<file path="config.mk">
export PLATFORM = sky130hd
export DESIGN_NAME = serial_add_ctrl_flat
export DESIGN_NICKNAME = d
export VERILOG_FILES = /design/src/rtl/serial_add_ctrl_if.sv /design/src/rtl/serial_add_ctrl.sv /design/src/flat_wrapper.sv
export SDC_FILE = /design/constraint.sdc
export NUM_CORES = 1
export LEC_CHECK = 0
export ABC_AREA = 1
export CORE_ASPECT_RATIO = 0.8
export CORE_MARGIN = 2
export CORE_UTILIZATION = 40
export CTS_CLUSTER_SIZE = 30
export DETAILED_ROUTE_END_ITERATION = 8
export DONT_BUFFER_PORTS = 1
export SLEW_MARGIN = 15
export SYNTH_ARGS = -nofsm -noshare
export SYNTH_HDL_FRONTEND = slang
export SYNTH_SLANG_ARGS = --single-unit
</file>
<file path="constraint.sdc">
create_clock -name clk -period 2.9 [get_ports clk]
set_input_delay 0.435 -clock clk [delete_from_list [all_inputs] [get_ports clk]]
set_output_delay 0.435 -clock clk [all_outputs]
set_load 0.005 [all_outputs]
</file>
<file path="src/rtl/serial_add_ctrl_if.sv">
// Operand request / result response bundle for the bit-serial adder controller.
interface serial_add_ctrl_if #(
  parameter int unsigned N = 8
);

  logic         in_valid;
  logic         in_ready;
  logic [N-1:0] a;
  logic [N-1:0] b;
  logic         ci;
  logic         out_valid;
  logic         out_ready;
  logic [N-1:0] sum;
  logic         co;
  logic         busy;

  // Requester / result consumer side
  modport master (
    output in_valid, a, b, ci, out_ready,
    input  in_ready, out_valid, sum, co, busy
  );

  // Adder controller side
  modport slave (
    input  in_valid, a, b, ci, out_ready,
    output in_ready, out_valid, sum, co, busy
  );

endinterface

</file>
<file path="src/rtl/serial_add_ctrl.sv">
// Bit-serial N-bit adder: one full-adder slice stepped LSB first, one bit per clock,
// with valid/ready handshakes on operands and on the {co,sum} result.
module serial_add_ctrl #(
  parameter int unsigned N = 8
) (
  input  logic             clk,
  input  logic             rstN,
  serial_add_ctrl_if.slave bus
);

  localparam int unsigned CW = $clog2(N) + 1;

  typedef enum logic [1:0] {
    S_IDLE = 2'd0,
    S_RUN  = 2'd1,
    S_DONE = 2'd2
  } state_t;

  state_t          state;
  state_t          state_n;
  logic [N-1:0]    a_sr;
  logic [N-1:0]    a_sr_n;
  logic [N-1:0]    b_sr;
  logic [N-1:0]    b_sr_n;
  logic [N-1:0]    sum_sr;
  logic [N-1:0]    sum_sr_n;
  logic            carry;
  logic            carry_n;
  logic [CW-1:0]   cnt;
  logic [CW-1:0]   cnt_n;
  logic            s_bit;

  // State and datapath registers with synchronous active-low reset
  always_ff @(posedge clk) begin
    if (!rstN) begin
      state  <= S_IDLE;
      a_sr   <= '0;
      b_sr   <= '0;
      sum_sr <= '0;
      carry  <= 1'b0;
      cnt    <= '0;
    end else begin
      state  <= state_n;
      a_sr   <= a_sr_n;
      b_sr   <= b_sr_n;
      sum_sr <= sum_sr_n;
      carry  <= carry_n;
      cnt    <= cnt_n;
    end
  end

  // Next-state and datapath update: load on accept, one full-adder step per RUN cycle
  always_comb begin
    state_n  = state;
    a_sr_n   = a_sr;
    b_sr_n   = b_sr;
    sum_sr_n = sum_sr;
    carry_n  = carry;
    cnt_n    = cnt;
    s_bit    = a_sr[0] ^ b_sr[0] ^ carry;

    case (state)
      S_IDLE: begin
        if (bus.in_valid) begin
          a_sr_n  = bus.a;
          b_sr_n  = bus.b;
          carry_n = bus.ci;
          cnt_n   = '0;
          state_n = S_RUN;
        end
      end
      S_RUN: begin
        carry_n  = (a_sr[0] & b_sr[0]) | (carry & (a_sr[0] ^ b_sr[0]));
        // New sum bit enters at the MSB so the LSB-first stream lands in place after N steps
        sum_sr_n = (sum_sr >> 1) | (N'(s_bit) << (N - 1));
        a_sr_n   = a_sr >> 1;
        b_sr_n   = b_sr >> 1;
        cnt_n    = cnt + CW'(1);
        if (cnt == CW'(N - 1)) begin
          state_n = S_DONE;
        end
      end
      S_DONE: begin
        if (bus.out_ready) begin
          state_n = S_IDLE;
        end
      end
      default: begin
        state_n = S_IDLE;
      end
    endcase
  end

  // Handshake and result outputs decoded from registered state only
  assign bus.in_ready  = (state == S_IDLE);
  assign bus.out_valid = (state == S_DONE);
  assign bus.busy      = (state != S_IDLE);
  assign bus.sum       = sum_sr;
  assign bus.co        = carry;

endmodule

</file>
<file path="src/flat_wrapper.sv">
// flat-port wrapper written by rule: the top's interface ports become plain ports
module serial_add_ctrl_flat 
#(
  parameter int unsigned N = 8
)
  (clk, rstN, bus_in_valid, bus_a, bus_b, bus_ci, bus_out_ready, bus_in_ready, bus_out_valid, bus_sum, bus_co, bus_busy);
  serial_add_ctrl_if #(.N(N)) bus_i ();
  input  logic clk;
  input  logic rstN;
  input wire logic [$bits(bus_i.in_valid)-1:0] bus_in_valid;
  input wire logic [$bits(bus_i.a)-1:0] bus_a;
  input wire logic [$bits(bus_i.b)-1:0] bus_b;
  input wire logic [$bits(bus_i.ci)-1:0] bus_ci;
  input wire logic [$bits(bus_i.out_ready)-1:0] bus_out_ready;
  output wire logic [$bits(bus_i.in_ready)-1:0] bus_in_ready;
  output wire logic [$bits(bus_i.out_valid)-1:0] bus_out_valid;
  output wire logic [$bits(bus_i.sum)-1:0] bus_sum;
  output wire logic [$bits(bus_i.co)-1:0] bus_co;
  output wire logic [$bits(bus_i.busy)-1:0] bus_busy;
  assign bus_i.in_valid = bus_in_valid;
  assign bus_i.a = bus_a;
  assign bus_i.b = bus_b;
  assign bus_i.ci = bus_ci;
  assign bus_i.out_ready = bus_out_ready;
  assign bus_in_ready = bus_i.in_ready;
  assign bus_out_valid = bus_i.out_valid;
  assign bus_sum = bus_i.sum;
  assign bus_co = bus_i.co;
  assign bus_busy = bus_i.busy;
  serial_add_ctrl #(.N(N)) u_core (.clk(clk), .rstN(rstN), .bus(bus_i));
endmodule
</file>
# After elaboration in Yosys (flattened, before gate mapping)
# Index checks and enable logic that the tools add are counted.
# op_classes
n_addsub,1
mul,0
div_mod_pow,0
magnitude_cmp,0
n_eq_ne,6
shifts,0
mux,12
bitwise_logic,6
n_reduce_logical,5
# op_table
operator,count
8-bit case mux with 2 select lines,2
8-bit two-way mux,2
7-bit by 8-bit OR with 8-bit output,1
4-bit case mux with 2 select lines,1
2-bit two-way mux,3
2-bit case mux with 3 select lines,1
"4-bit by 1-bit adder with 4-bit output, second input constant",1
"4-bit by 3-bit equality test with 1-bit output, second input constant",1
4-bit two-way mux,1
"2-bit != test, second input constant",2
2-bit nonzero test,2
3-bit AND reduction,1
1-bit AND,2
"2-bit by 1-bit equality test with 1-bit output, second input constant",1
"2-bit equality test, second input constant",1
2-bit zero test,1
"2-bit by 1-bit != test with 1-bit output, second input constant",1
1-bit case mux with 2 select lines,1
2-bit AND reduction,1
1-bit XOR,2
1-bit two-way mux,1
1-bit OR,1
# word_totals
register_bits,31
latchBits,0
ram_bits,0
rom_bits,0
in_bits,21
elab_cells,36
n_memories,0

# Depth between registers and ports, before layout
# depth
ltp_word,4
mapped_depth,7
mapped_depth_nobuf,6

# Least setup slack after synthesis
# Ideal clock, no wire load.
# synth_path
path_kind,register to output
from,register u_core.state[0]
to,output bus_in_ready
arrival_ps,767
t_required_ps,2465
path_slack_ps,1698
stages_incl_launch_ff,3
n_path_buf,1
cell_sequence,dfxtp_1 > nor2_2 > buf_4
# synth_between
elab_chain_cells,1
# synth_lines
item,line_no,rtl
from (decl),serial_add_ctrl.sv:19,state_t state;
from (signal assigned),serial_add_ctrl.sv:43,state <= state_n;
2-bit zero test,serial_add_ctrl.sv:95,assign bus.in_ready = (state == S_IDLE);
to (decl),flat_wrapper.sv:15,output wire logic [$bits(bus_i.in_ready)-1:0] bus_in_ready;
# Every way passes these cells.

# Final worst setup path
# layout_path
from,register u_core.state[0]
to,output bus_busy
# layout_between
elab_chain_cells,1
# layout_lines
item,line_no,rtl
2-bit nonzero test,serial_add_ctrl.sv:97,assign bus.busy = (state != S_IDLE);
to (decl),flat_wrapper.sv:19,output wire logic [$bits(bus_i.busy)-1:0] bus_busy;
# Every way passes these cells.

==> metrics <==
Fill cells=358; Worst Hold Depth=2; part of the cycle the worst path needs=62.2%; global-route wire length before repair=5.31 mm; Switch Pwr=0.307 mW; Routed WL=3.20 mm; count of antenna diodes in the layout=0; Hold Slack=245 ps; Num CTS Buffers=5; clock tree buffer depth=2; floorplan row count=19; part of the Yosys area used for sequential elements=43.2%; Cells after Synth=211; drt pass-1 iters=4; count of boundary I/O pins=33; slew at the pin closest to its max-slew limit=675 ps; arrival time worst endpoint=1370 ps; count of cells resized by post-cts repair=0; number of setup violations in the final report=0; violation count after the first detailed-routing iteration=120; number of hold buffers added after CTS=0; type of destination of the critical path=output port; worst clock skew=6.43 ps; part of the power in the clock network=34.3%; CTS tree=done; hold-critical path endpoint=u_core.a_sr[4]$_SDFFE_PN0P_; slowest cell on the critical path=sky130_fd_sc_hd__nor2_2; yosys synthesis warning count=0; worst setup path category=reg2out; vertical extent of the die=57.6 µm; Die Area=4090 µm²; DPL Wire Length=2.18 mm; Avg Synthesized Cell Area=6.80 µm²; total via count after detailed routing=1218; max-cap viol count=0; share of cells above drive strength 1=6.70%; setup TNS after final layout=0 ps; final weighted congestion in routability-driven placement=0.774; Post-CTS Setup Inserts=0; highest ir drop seen on vdd=0.236 mV; maximum number of pins on one net before global-route repair=28; max-slew violation total from the final report=0; level count of the clock H-tree=2; count of buffers inserted at the top-level ports=0; leftover overflow at the end of global routing=0; largest incremental delay on the critical path=540 ps; crit path max fanout=17; number of hold-slack violations in the final timing report=0; total leakage power=0.698 nW; worst slew margin relative to its limit=54.5%; register-to-register setup slack=1380 ps; # DRC=0; total nets after synthesis=234; internal power=0.707 mW; DP Cell Count=244; Min-Delay Path Class=in2reg; Reg-to-Reg End=u_core.a_sr[7]$_SDFFE_PN0P_; ANT nets after route=0; number of flip-flops and latches in the synthesized netlist=31; final critical delay including setup and external delays=1800 ps; clock network latency to the later pin of the worst-skew pair=290 ps; clock sinks=31; setup repair after global routing missed its margin=false; run status=completed; starting density of the core=41.9%; Seq pwr share=49.4%; switching power as a share of total power=30.3%; routed vias/inst=4.85; post-DR wirelength/cell=12.7 µm; root buffer cell=sky130_fd_sc_hd__clkbuf_8; part of the power in combinational logic=16.3%; maximum clock frequency=554 MHz; critical-path cell list=nor2_2, inv_1; Global Route Usage Sum=17.4%; final non-filler cell total=251; Clock Pin Slew Worst Setup and Hold Paths=70 ps; number of global-route vias before repair=1072; number of different library cells in the post-synthesis netlist=19; cells on worst reg2reg path=5; start point of the worst min-delay path=rstN; horizontal extent of the die=71.0 µm; Post-layout nets=232; standard cell core area=3420 µm²; combined area of all synthesized cells=1440 µm²; Power Density=670 nW/µm²; CP Launch Type=flop; antenna violations before repair=0; launching point of the worst reg2reg path=u_core.state[0]$_SDFFE_PN0P_; Worst EP required=2470 ps; Area growth syn-to-layout=5.41%
power by group through the flow:
stage                     Sequential (mW)  Combinational, mW  Clock [mW]
after global placement              0.511              0.165           0
final                               0.501              0.165       0.348
after CTS                           0.502              0.167       0.355
after floorplan                     0.503              0.154           0
after detailed placement            0.511              0.167           0
after global routing                0.507              0.193       0.377
cells by family (layout without fill, tap and decap cells):
logic type | count (synthesis) | in the layout | synth area share (%)
simple gates | 126 | 126 | 37.1
buf+inv | 32 | 30 | 10.4
flops | 31 | 31 | 43.2
compound gates | 20 | 20 | 6.97
fa+ha+maj | 2 | 2 | 2.27
critical path, delay by kind of cell (launching register included):
family                 cells  cell delay [ps]
DFF                        1              370
and+or+nand+nor            1              540
buffers and inverters      1              170
metrics by stage:
step | setup WS [ps] | utilization, % | power, mW | instance area (µm²)
6_report | 1100 | 44.2 | 1.01 | 1510
5_1_grt | 968 | 44.2 | 1.08 | 1510
3_5_place_dp | 1380 | 41.6 | 0.678 | 1430
3_3_place_gp | 1410 | 41.6 | 0.675 | 1430
2_1_floorplan | 1700 | - | 0.657 | 1440
4_1_cts | 1070 | 44.2 | 1.02 | 1510
routing by layer:
metal / global-route usage (%) / share of wire [%] / vias to the layer above
li1: - / - / 650
met1: 23.2 / 50 / 534
met2: 23.4 / 40 / 27
met3: 9.19 / 8.3 / 7
met4: 7.28 / 1.9 / 0
met5: 0 / 0 / -
flip-flops by register name, indices dropped and copies added, names as in the netlist:
name,cells
u_core.cnt,4
u_core.bus.sum,8
u_core.b_sr,8
u_core.state,2
u_core.bus.co,1
u_core.a_sr,8
layout make-up:
| class | count | area, µm² | share of cell area [%] |
|---|---|---|---|
| clock buffer | 6 | 82.6 | 5.46 |
| tap | 42 | 52.6 | 3.47 |
| clock inverter | 1 | 5.00 | 0.331 |
| sequential | 31 | 621 | 41.0 |
| multi-input combinational | 148 | 666 | 44.0 |
| inverter | 23 | 86.3 | 5.71 |
cell usage in the layout (no fill, tap or decap), drive strengths merged:
cell type	count
a21oi	7
clkbuf	6
clkinv	1
dfxtp	31
fa	1
ha	1
inv	23
nand2	50
nand3	30
nor2	46
o21ai	13
worst max path at each step:
stage                                  from                     endpoint  slack (ps)  cells after the start
6_report       u_core.state[0]$_SDFFE_PN0P_                     bus_busy        1100                      2
5_1_grt        u_core.state[0]$_SDFFE_PN0P_                     bus_busy         970                      2
4_1_cts        u_core.state[0]$_SDFFE_PN0P_                     bus_busy        1070                      2
3_5_place_dp   u_core.state[0]$_SDFFE_PN0P_  u_core.a_sr[7]$_SDFFE_PN0P_        1380                      5
3_3_place_gp   u_core.state[0]$_SDFFE_PN0P_                     bus_busy        1410                      2
2_1_floorplan  u_core.state[0]$_SDFFE_PN0P_                 bus_in_ready        1700                      2
synth_stat cells:
cell type / instances / area (µm²)
sky130_fd_sc_hd__nand2_2: 2 / 12.5
sky130_fd_sc_hd__inv_1: 21 / 78.8
sky130_fd_sc_hd__nand3_1: 30 / 150
sky130_fd_sc_hd__nand2_4: 1 / 11.3
sky130_fd_sc_hd__buf_2: 2 / 10.0
sky130_fd_sc_hd__fa_1: 1 / 20.0
sky130_fd_sc_hd__dfxtp_1: 31 / 621
sky130_fd_sc_hd__nor2_2: 1 / 6.26
sky130_fd_sc_hd__buf_4: 1 / 7.51
sky130_fd_sc_hd__a21oi_1: 7 / 35.0
sky130_fd_sc_hd__o21ai_0: 13 / 65.1
sky130_fd_sc_hd__nor2_1: 44 / 165
sky130_fd_sc_hd__buf_1: 2 / 7.51
sky130_fd_sc_hd__inv_2: 2 / 7.51
sky130_fd_sc_hd__clkbuf_1: 1 / 3.75
sky130_fd_sc_hd__nand2_1: 47 / 176
sky130_fd_sc_hd__nor2_4: 1 / 11.3
sky130_fd_sc_hd__buf_6: 3 / 33.8
sky130_fd_sc_hd__ha_1: 1 / 12.5
(Power assumes the default switching activity.)
